## src/rtl/rename_resolver_nway.sv

```systemverilog
// N-wide rename requester and intra-group RAW resolver between decode and dispatch.
// Holds one group through IDLE -> QUERY -> OUT, with retry on rename-table exhaustion.
module rename_resolver_nway #(
  parameter int unsigned XLEN      = 32,
  parameter int unsigned WIDTH     = 2,
  parameter int unsigned REG_W     = 6,
  parameter int unsigned PAYLOAD_W = 96
) (
  input  logic                         clock,
  input  logic                         reset,
  input  logic                         flush,
  input  logic                         branch_resolve,
  input  logic                         in_valid,
  output logic                         in_ready,
  input  logic [WIDTH*PAYLOAD_W-1:0]   in_payload,
  input  logic [WIDTH*3*REG_W-1:0]     in_regs,
  input  logic [WIDTH-1:0]             in_writes,
  input  logic [WIDTH-1:0]             in_jumps,
  output logic                         q_valid,
  output logic [WIDTH-1:0]             q_rename,
  output logic [WIDTH*3*REG_W-1:0]     q_regs,
  output logic                         q_tag,
  input  logic                         q_ack,
  input  logic                         q_full,
  input  logic [WIDTH*3*REG_W-1:0]     q_map,
  output logic                         out_valid,
  input  logic                         out_ready,
  output logic [WIDTH*PAYLOAD_W-1:0]   out_payload,
  output logic [WIDTH*4*REG_W-1:0]     out_regs,
  output logic [WIDTH-1:0]             out_tag,
  output logic                         stall
);

  localparam int unsigned SW = 3 * REG_W;
  localparam int unsigned OW = 4 * REG_W;

  if (WIDTH == 0 || WIDTH > 8 || XLEN == 0) begin : g_param_check
    $error("rename_resolver_nway: unsupported parameter set");
  end

  typedef enum logic [1:0] {IDLE, QUERY, OUT} state_e;

  state_e                       state_q;
  logic                         tag_active_q, tag_active_d;
  logic [WIDTH*PAYLOAD_W-1:0]   payload_q;
  logic [WIDTH-1:0]             writes_q, jumps_q;
  logic                         q_valid_q, q_tag_q;
  logic [WIDTH-1:0]             q_rename_q, q_rename_d;
  logic [WIDTH*SW-1:0]          q_regs_q;
  logic                         out_valid_q;
  logic [WIDTH*PAYLOAD_W-1:0]   out_payload_q;
  logic [WIDTH*OW-1:0]          out_regs_q, out_regs_d;
  logic [WIDTH-1:0]             out_tag_q, out_tag_d;

  logic accept, out_hs, ack_ok;

  assign in_ready = ((state_q == IDLE) || (state_q == OUT && out_ready))
                    && !(tag_active_q && |in_jumps) && !flush;
  assign accept   = in_valid && in_ready;
  assign out_hs   = (state_q == OUT) && out_ready && !flush;
  assign ack_ok   = (state_q == QUERY) && q_ack && !q_full && !flush;

  assign q_valid     = q_valid_q;
  assign q_rename    = q_rename_q;
  assign q_regs      = q_regs_q;
  assign q_tag       = q_tag_q;
  assign out_valid   = out_valid_q;
  assign out_payload = out_payload_q;
  assign out_regs    = out_regs_q;
  assign out_tag     = out_tag_q;
  assign stall       = (state_q == QUERY) || (state_q == OUT && !out_ready);

  always_comb begin
    q_rename_d = '0;
    for (int unsigned j = 0; j < WIDTH; j++) begin
      q_rename_d[j] = in_writes[j] && (in_regs[j*SW + 2*REG_W +: REG_W] != '0);
    end
  end

  // Ascending scan over older slots so the youngest matching writer wins.
  always_comb begin
    logic [REG_W-1:0] rd, rs1, rs2, rn, src1, src2, prd;
    logic             older_jump;
    out_regs_d = '0;
    out_tag_d  = '0;
    for (int unsigned j = 0; j < WIDTH; j++) begin
      rd         = q_regs_q[j*SW + 2*REG_W +: REG_W];
      rs2        = q_regs_q[j*SW + REG_W +: REG_W];
      rs1        = q_regs_q[j*SW +: REG_W];
      rn         = (writes_q[j] && rd != '0) ? q_map[j*SW + 2*REG_W +: REG_W] : '0;
      src2       = q_map[j*SW + REG_W +: REG_W];
      src1       = q_map[j*SW +: REG_W];
      older_jump = 1'b0;
      for (int unsigned i = 0; i < WIDTH; i++) begin
        prd = q_regs_q[i*SW + 2*REG_W +: REG_W];
        if (i < j) begin
          if (writes_q[i] && prd != '0) begin
            if (prd == rs1) src1 = q_map[i*SW + 2*REG_W +: REG_W];
            if (prd == rs2) src2 = q_map[i*SW + 2*REG_W +: REG_W];
          end
          if (jumps_q[i]) older_jump = 1'b1;
        end
      end
      out_regs_d[j*OW +: OW] = {rn, rd, src2, src1};
      out_tag_d[j] = jumps_q[j] ? 1'b0 : (older_jump ? 1'b1 : tag_active_q);
    end
  end

  // A jump-group handshake outranks a same-cycle resolve.
  always_comb begin
    tag_active_d = tag_active_q;
    if (flush)                      tag_active_d = 1'b0;
    else if (out_hs && |jumps_q)    tag_active_d = 1'b1;
    else if (branch_resolve)        tag_active_d = 1'b0;
  end

  always_ff @(posedge clock or posedge reset) begin
    if (reset) begin
      state_q       <= IDLE;
      tag_active_q  <= 1'b0;
      payload_q     <= '0;
      writes_q      <= '0;
      jumps_q       <= '0;
      q_valid_q     <= 1'b0;
      q_rename_q    <= '0;
      q_regs_q      <= '0;
      q_tag_q       <= 1'b0;
      out_valid_q   <= 1'b0;
      out_payload_q <= '0;
      out_regs_q    <= '0;
      out_tag_q     <= '0;
    end else begin
      tag_active_q <= tag_active_d;
      if (flush) begin
        state_q     <= IDLE;
        q_valid_q   <= 1'b0;
        q_rename_q  <= '0;
        out_valid_q <= 1'b0;
      end else begin
        if (ack_ok) begin
          out_payload_q <= payload_q;
          out_regs_q    <= out_regs_d;
          out_tag_q     <= out_tag_d;
          out_valid_q   <= 1'b1;
          q_valid_q     <= 1'b0;
          q_rename_q    <= '0;
          state_q       <= OUT;
        end
        if (out_hs) begin
          out_valid_q <= 1'b0;
          state_q     <= IDLE;
        end
        if (accept) begin
          payload_q  <= in_payload;
          writes_q   <= in_writes;
          jumps_q    <= in_jumps;
          q_regs_q   <= in_regs;
          q_rename_q <= q_rename_d;
          q_tag_q    <= tag_active_q;
          q_valid_q  <= 1'b1;
          state_q    <= QUERY;
        end
      end
    end
  end

endmodule

```

## config.mk

```make
export PLATFORM = sky130hd
export DESIGN_NAME = rename_resolver_nway
export DESIGN_NICKNAME = d
export VERILOG_FILES = /design/src/rtl/rename_resolver_nway.sv
export SDC_FILE = /design/constraint.sdc
export NUM_CORES = 1
export LEC_CHECK = 0
export BUFFER_PORTS_ARGS = -buffer_cell sky130_fd_sc_hd__buf_2
export CAP_MARGIN = 20
export CORE_MARGIN = 8
export CORE_UTILIZATION = 30
export DETAILED_ROUTE_END_ITERATION = 16
export PLACE_DENSITY_LB_ADDON = 0.05
export SKIP_LAST_GASP = 1
export SYNTH_ARGS = -nofsm -noshare
export SYNTH_HDL_FRONTEND = slang
export SYNTH_SLANG_ARGS = --single-unit
```

## constraint.sdc

```tcl
create_clock -name clock -period 38.7 [get_ports clock]
set_input_delay 3.87 -clock clock [delete_from_list [all_inputs] [get_ports clock]]
set_output_delay 3.87 -clock clock [all_outputs]
set_load 0.01 [all_outputs]
```

==> results.md, run 1 <==
* Status: finished, final reports clean
* Initial antenna violation count at 21
* RSZ-0062 raised after global routing: no
* Worst slew pin tran at 1.09 ns
* Non-Filler Instances at 3446
* Most frequent cells in the layout: nand2_1 (1363), buf_2 (560), dfrtp_1 (482), clkbuf_16 (57), nor2_1 (18)
* Hold EP: out_payload[80]
* HP Start: payload_q[80]
* Post-DR vias/cell at ~4.4
* Cts hold-fix bufs at 0
* Post-CTS Setup Inserts at 0
* FF/Latch Area at approximately 12000 um^2
* Buffers on Ports at 560
* Layout cells sized above 1 at 0.255
* Post-synthesis cell count at 2089
* Resized cells post-CTS at 0
* Drt initial violations at roughly 940
* Mapped Area at 18600 um^2
* Pint at ~1100 uW
* Chip width at 265 um
* Slack of the critical path at around 30 ns
* Max_cap viols at 0
* Final setup viols at 0
* Core Util, Final at 0.389
* Reg clk slew, reported paths at around 0.060 ns
* Area post-placement at around 22000 um^2
* DRC viols at 0
* DP Wirelength at ~45 mm
* Worst setup SP type: input pin
* Placed insts at about 3300
* Wire per inst at between 15 and 20 um
* #FFs+latches synth at around 480
* Detail Route Antenna Nets at 0
* Pwr dens at ~68 nW/um^2
* Clk buf depth at 3
* Router iterations before antenna repair at 5
* Largest net degree at the start of global routing at 190
* Rel. slew slack at 0.275
* Sequential area share after synthesis at 0.650
* Multi-input gate area at about 5900 um^2
* Final setup skew at ~0.015 ns
* Synthesized area per cell at 8.88 um^2
* FF-to-FF End: payload_q[80]
* CTS buffer count at 55
* Max Clk Rate at between 100 and 150 MHz
* Sequential Power Share at 0.445
* Design area at ~24000 um^2
* Yosys cell types at 36
* I/O pin count at about 560
* R2R Path Start: state_q[0]
* Sw Share at 0.316
* Setup TNS at 0 ns
* Max-slew violations at 0
* Worst-skew pair later-pin latency at approximately 0.6 ns
* CP Data Required Time at 34.83 ns
* Type of the worst setup path: input pin to output pin
* Mapped Nets at 2365
* Commonest non-fill, non-tap cell in the layout: nand2_1
* Initial Util at 0.302
* Clk root buf: clkbuf_16
* Pre-CTS worst setup slack at between 30 and 40 ns
* Global-route wire length before repair at 101 mm
* VDD IR max at roughly 0.036 mV
* Row count at 91
* Ys Warns at 0
* Crit-path max FO at 3
* Post-route minimum period at approximately 8.6 ns
* CTS tree: done
* Vias in the first global route at approximately 16000
* NetSw at just over 500 uW
* Setup slack, reg-to-reg at 35.46 ns
* Drt total wl at between 60 and 70 mm
* WHS Path Cells at 2
* Core footprint at just over 60000 um^2
* GRT overflow at 0
* Leak pwr at 0.0136 uW
* Gr usage total at 0.183
* Final hold vios at 0
* Data arrival, critical path at around 4.7 ns
* P&R area growth vs syn at 28.7%
* Worst setup EP type: output pin
* Tcrit/Tclk final at 0.221
* Die area at 70100 um^2
* Worst min path class: flip-flop to flip-flop
* CTS Sinks at just under 500
* Via count at approximately 15000
* Reg2Reg Depth at 6
* Combinational power share at 0.214
* H-tree depth at 2
* Final nets at about 2900
* GP Congestion at approximately 0.80
* Fill count at 6471
* Clock power frac at 0.341
* Die H at 265 um
flip-flops by register name, indices dropped and copies added, names as in the netlist:
register	cells
tag_active_q	1
out_regs	48
q_tag	1
state_q	2
payload_q	192
q_regs	36
out_payload	192
writes_q	2
q_valid	1
out_valid	1
q_rename	2
out_tag	2
jumps_q	2
cell families after synthesis:
family                 Yosys count  share of synthesized area
AND/OR/NAND/NOR               1422                      0.294
buffers and inverters          127                     0.0320
multiplexers                     1                   0.000539
XOR/XNOR                        12                    0.00566
AO/OA/AOI/OAI                   45                     0.0179
flip-flops                     482                      0.650
Yosys cell counts:
library cell | instances | area (um^2)
dfrtp_1 | 482 | 12100
o31ai_1 | 13 | 97.6
nand2b_1 | 4 | 25.0
a31oi_1 | 12 | 75.1
or2_0 | 2 | 12.5
nand4_1 | 15 | 93.8
a21oi_1 | 3 | 15.0
inv_1 | 1 | 3.75
xor2_1 | 4 | 35.0
or4_1 | 3 | 22.5
o21a_1 | 2 | 15.0
o21ai_0 | 2 | 10.0
buf_4 | 13 | 97.6
o311ai_1 | 2 | 17.5
buf_1 | 11 | 41.3
clkbuf_1 | 60 | 225
or2_1 | 1 | 6.26
mux2i_1 | 1 | 10.0
buf_6 | 1 | 11.3
and3_1 | 1 | 6.26
nand3b_1 | 1 | 7.51
nor2_1 | 18 | 67.6
nand3_1 | 8 | 40.0
o21ai_1 | 2 | 10.0
buf_8 | 1 | 15.0
or4_4 | 1 | 11.3
nand4bb_1 | 1 | 11.3
xnor2_1 | 8 | 70.1
o31ai_4 | 1 | 21.3
buf_2 | 40 | 200
o31a_1 | 1 | 8.76
nor2_2 | 1 | 6.26
nand2_1 | 1363 | 5120
o311a_1 | 1 | 10.0
a22o_1 | 6 | 52.6
and4_1 | 3 | 26.3
how the worst max path moves through the flow:
stage / startpoint / end / slack (ns) / cells past startpoint
2_1_floorplan: reset / jumps_q[0] / 21.38 / 1
3_3_place_gp: in_jumps[0] / in_ready / 30.16 / 4
3_5_place_dp: in_jumps[0] / in_ready / 30.14 / 4
4_1_cts: in_jumps[0] / in_ready / 30.14 / 4
5_1_grt: in_jumps[0] / in_ready / 30.08 / 4
6_report: in_jumps[0] / in_ready / 30.15 / 4
area by class of cell:
class / instances / area share
clock buffer: 84 / 0.0707
clock inverter: 18 / 0.0102
sequential: 482 / 0.505
tap: 790 / 0.0414
multi-input combinational: 1480 / 0.247
inverter: 1 / 0.000471
antenna: 15 / 0.00157
timing repair buffer: 576 / 0.123
routing by layer:
metal  up-vias  GRT usage  wire length, um
li1       7416          -                -
met1      7322      0.229            28100
met2       413      0.303            31400
met3       101     0.0587             4690
met4        10     0.0534             1610
met5         -          0               63
power groups by stage:
stage | Combinational, uW | Clock [uW] | Sequential [uW]
after floorplan | 143 | 0 | 751
after global placement | 350 | 0 | 725
after detailed placement | 353 | 0 | 728
after CTS | 354 | 570 | 721
after global routing | 389 | 587 | 737
final | 345 | 551 | 719
stage by stage:
| stage | hold WS (ns) | power [uW] |
|---|---|---|
| after CTS | 0.452 | 1650 |
| after floorplan | 0.439 | 894 |
| final | 0.457 | 1610 |
| after global placement | 0.446 | 1080 |
| after detailed placement | 0.448 | 1080 |
| after global routing | 0.480 | 1710 |
critical path: stages:
cell     delay, ns
buf_2         0.13
o21ai_0       0.32
and3_1        0.22
buf_2         0.14
Note: power is estimated with default switching activity, not from simulation.
==> run 2: changes to the inputs <==
clock period = 7.15 ns   (was 38.7 ns; I/O delays follow)
==> run 2 against run 1 <==
- hold slack got worse by 0.30 ns
- routed wire length is 0.29% lower
- sequential power increased to 5.4 times the previous value
- design area is 0.46% lower
- critical path depth is 2 higher
- global-route usage is essentially flat
- flip-flop and latch count unchanged
- power rose to 5.3 times the previous value
==> results.md, run 2 (same netlist as run 1, synthesis figures left out) <==
* Critical path, cell by cell: o21ai_0 > nand4_1 > buf_4 > buf_4 > nand3_1 > a21oi_1 (was buf_2 > o21ai_0 > and3_1 > buf_2)
* CP max-delay cell: buf_4 (was o21ai_0)
* CTS tree: done (unchanged)
* Most frequent cells in the layout: nand2_1 (1363), buf_2 (560), dfrtp_1 (482), clkbuf_16 (57), nor2_1 (18) (unchanged)
* Rel. slew slack at 0.260 (was 0.275)
* Max-slew violations at 0 (unchanged)
* Max incr delay on CP at 0.88 ns (was 0.32 ns)
* RSZ-0062 raised after global routing: no (unchanged)
* NetSw at 2730 uW (was 509 uW)
* Setup TNS at 0 ns (unchanged)
* CP Depth at 6 (was 4)
* P&R area growth vs syn at 28.1% (was 28.7%)
* Clk buf depth at 3 (unchanged)
* Status: finished, final reports clean (unchanged)
* Tcrit/Tclk final at 0.359
* Wire per inst at 19.1 um (about the same)
* Initial antenna violation count at 29 (was 21)
* Post-CTS Setup Inserts at 0 (unchanged)
* Worst setup EP type: flip-flop (was output pin)
* Reg clk slew, reported paths at 0.06 ns (about the same)
* I/O pin count at 561 (unchanged)
* Sw Share at 0.319 (was 0.316)
* Die area at 70100 um^2 (unchanged)
* Clk root buf: clkbuf_16 (unchanged)
* Crit-path max FO at 85 (was 3)
* Critical Path Most Common Cell: buf_4 (was buf_2)
* Layout cells sized above 1 at 0.252 (was 0.255)
* Final nets at 2873 (was 2872)
* Placed insts at 3329 (unchanged)
* Worst-skew pair later-pin latency at 0.59 ns (about the same)
* Post-DR vias/cell at 4.46 (was 4.43)
* R2R Path Start: tag_active_q (was state_q[0])
* DP Wirelength at 44.2 mm (was 44.8 mm)
* Detail Route Antenna Nets at 0 (unchanged)
* Delay-heaviest family, CP: buffers and inverters (was compound AO/OA/AOI/OAI gates)
* Combinational power share at 0.220 (was 0.214)
* Worst min path class: input pin to async pin (was flip-flop to flip-flop)
* Leak pwr at 0.0136 uW (about the same)
* Final hold vios at 0 (unchanged)
* Data arrival, critical path at 3.07 ns (was 4.68 ns)
* CTS Sinks at 482 (unchanged)
* Global-route wire length before repair at 100 mm (was 101 mm)
* Buffers on Ports at 560 (unchanged)
* Max Clk Rate at about 390 MHz
* Sequential Power Share at 0.451 (was 0.445)
* Row count at 91 (unchanged)
* Final setup skew at 0.0124 ns (was 0.0150 ns)
* Pint at 5830 uW (was 1100 uW)
* Clock power frac at 0.329 (was 0.341)
* Core Util, Final at 0.387 (was 0.389)
* GP Congestion at 0.798 (was 0.805)
* Worst setup SP type: flip-flop (was input pin)
* Via count at 15355 (was 15262)
* Resized cells post-CTS at 0 (unchanged)
* Post-route minimum period at about 2.6 ns
* Non-Filler Instances at 3440 (was 3446)
* Fill count at 6372 (was 6471)
* Cts hold-fix bufs at 0 (unchanged)
* Crit path buffers/inverters at 2 (unchanged)
* Max_cap viols at 0 (unchanged)
* Crit path launch: tag_active_q (was in_jumps[0])
* Vias in the first global route at 15963 (was 16041)
* Type of the worst setup path: flip-flop to flip-flop (was input pin to output pin)
* H-tree depth at 2 (unchanged)
* Final setup viols at 0 (unchanged)
* Router iterations before antenna repair at 5 (unchanged)
* Initial Util at 0.302 (unchanged)
* VDD IR max at 0.199 mV (was 0.0355 mV)
* Core footprint at 61500 um^2 (unchanged)
* Die H at 265 um (unchanged)
* Reg2Reg Depth at 6 (unchanged)
* Worst slew pin tran at 1.11 ns (was 1.09 ns)
* Largest net degree at the start of global routing at 174 (was 190)
* Commonest non-fill, non-tap cell in the layout: nand2_1 (unchanged)
* CP Data Required Time at 7.65 ns (was 34.83 ns)
* Chip width at 265 um (unchanged)
* Drt total wl at 65.7 mm (was 65.9 mm)
* Gr usage total at 0.183 (about the same)
* CTS buffer count at 56 (was 55)
* Drt initial violations at 950 (was 938)
* DRC viols at 0 (unchanged)
* Pwr dens at 360 nW/um^2 (was 67.6 nW/um^2)
* GRT overflow at 0 (unchanged)
* Hold_ws at 0.159 ns (was 0.457 ns)
[run 2: worst register-to-register path: stages, from the launching register on]
cell     delay [ns]
dfrtp_1        0.41
o21ai_0        0.18
nand4_1        0.15
buf_4          0.47
buf_4          0.88
nand3_1        0.21
a21oi_1        0.18
[run 2: area by class of cell]
cell class                 count  area [um^2]  share of cell area
antenna                       12         30.0             0.00126
clock buffer                  84         1640              0.0689
clock inverter                15          156             0.00658
inverter                       1         7.51            0.000316
multi-input combinational   1480         5910               0.249
sequential                   482        12100               0.507
tap                          790          988              0.0416
timing repair buffer         576         2990               0.126
[run 2: power groups by stage]
stage	logic (uW)	clock network, uW	registers [uW]
finish	1890	2810	3860
global placement	1910	0	3890
CTS	1930	2920	3870
global route	2120	3020	3960
floorplan	772	0	4070
detailed placement	1930	0	3910
[run 2: final timing paths]
| check | end | slack, ns |
|---|---|---|
| min reg2reg | out_payload[51] | 0.46 |
| max reg2reg | q_rename[0] | 4.58 |
| min | out_payload[171] | 0.16 |
| min in group clock | payload_q[174] | 0.32 |
| max | q_rename[0] | 4.58 |
| max in group asynchronous | out_payload[45] | 5.27 |
[run 2: metal layers]
layer  wire, um  vias to the layer above  GRT usage
met1      27600                     7377      0.228
met4       2000                       30     0.0601
met3       5450                      123     0.0653
li1           -                     7420          -
met2      30500                      405      0.294
met5        190                        -          0
[run 2: stage by stage]
stage / power, uW / area (um^2) / setup WS (ns)
floorplan: 4840 / 18600 / -0.0977
global placement: 5800 / 22000 / 4.08
detailed placement: 5830 / 22000 / 4.10
CTS: 8720 / 23700 / 4.53
global route: 9090 / 23800 / 4.30
finish: 8560 / 23800 / 4.58
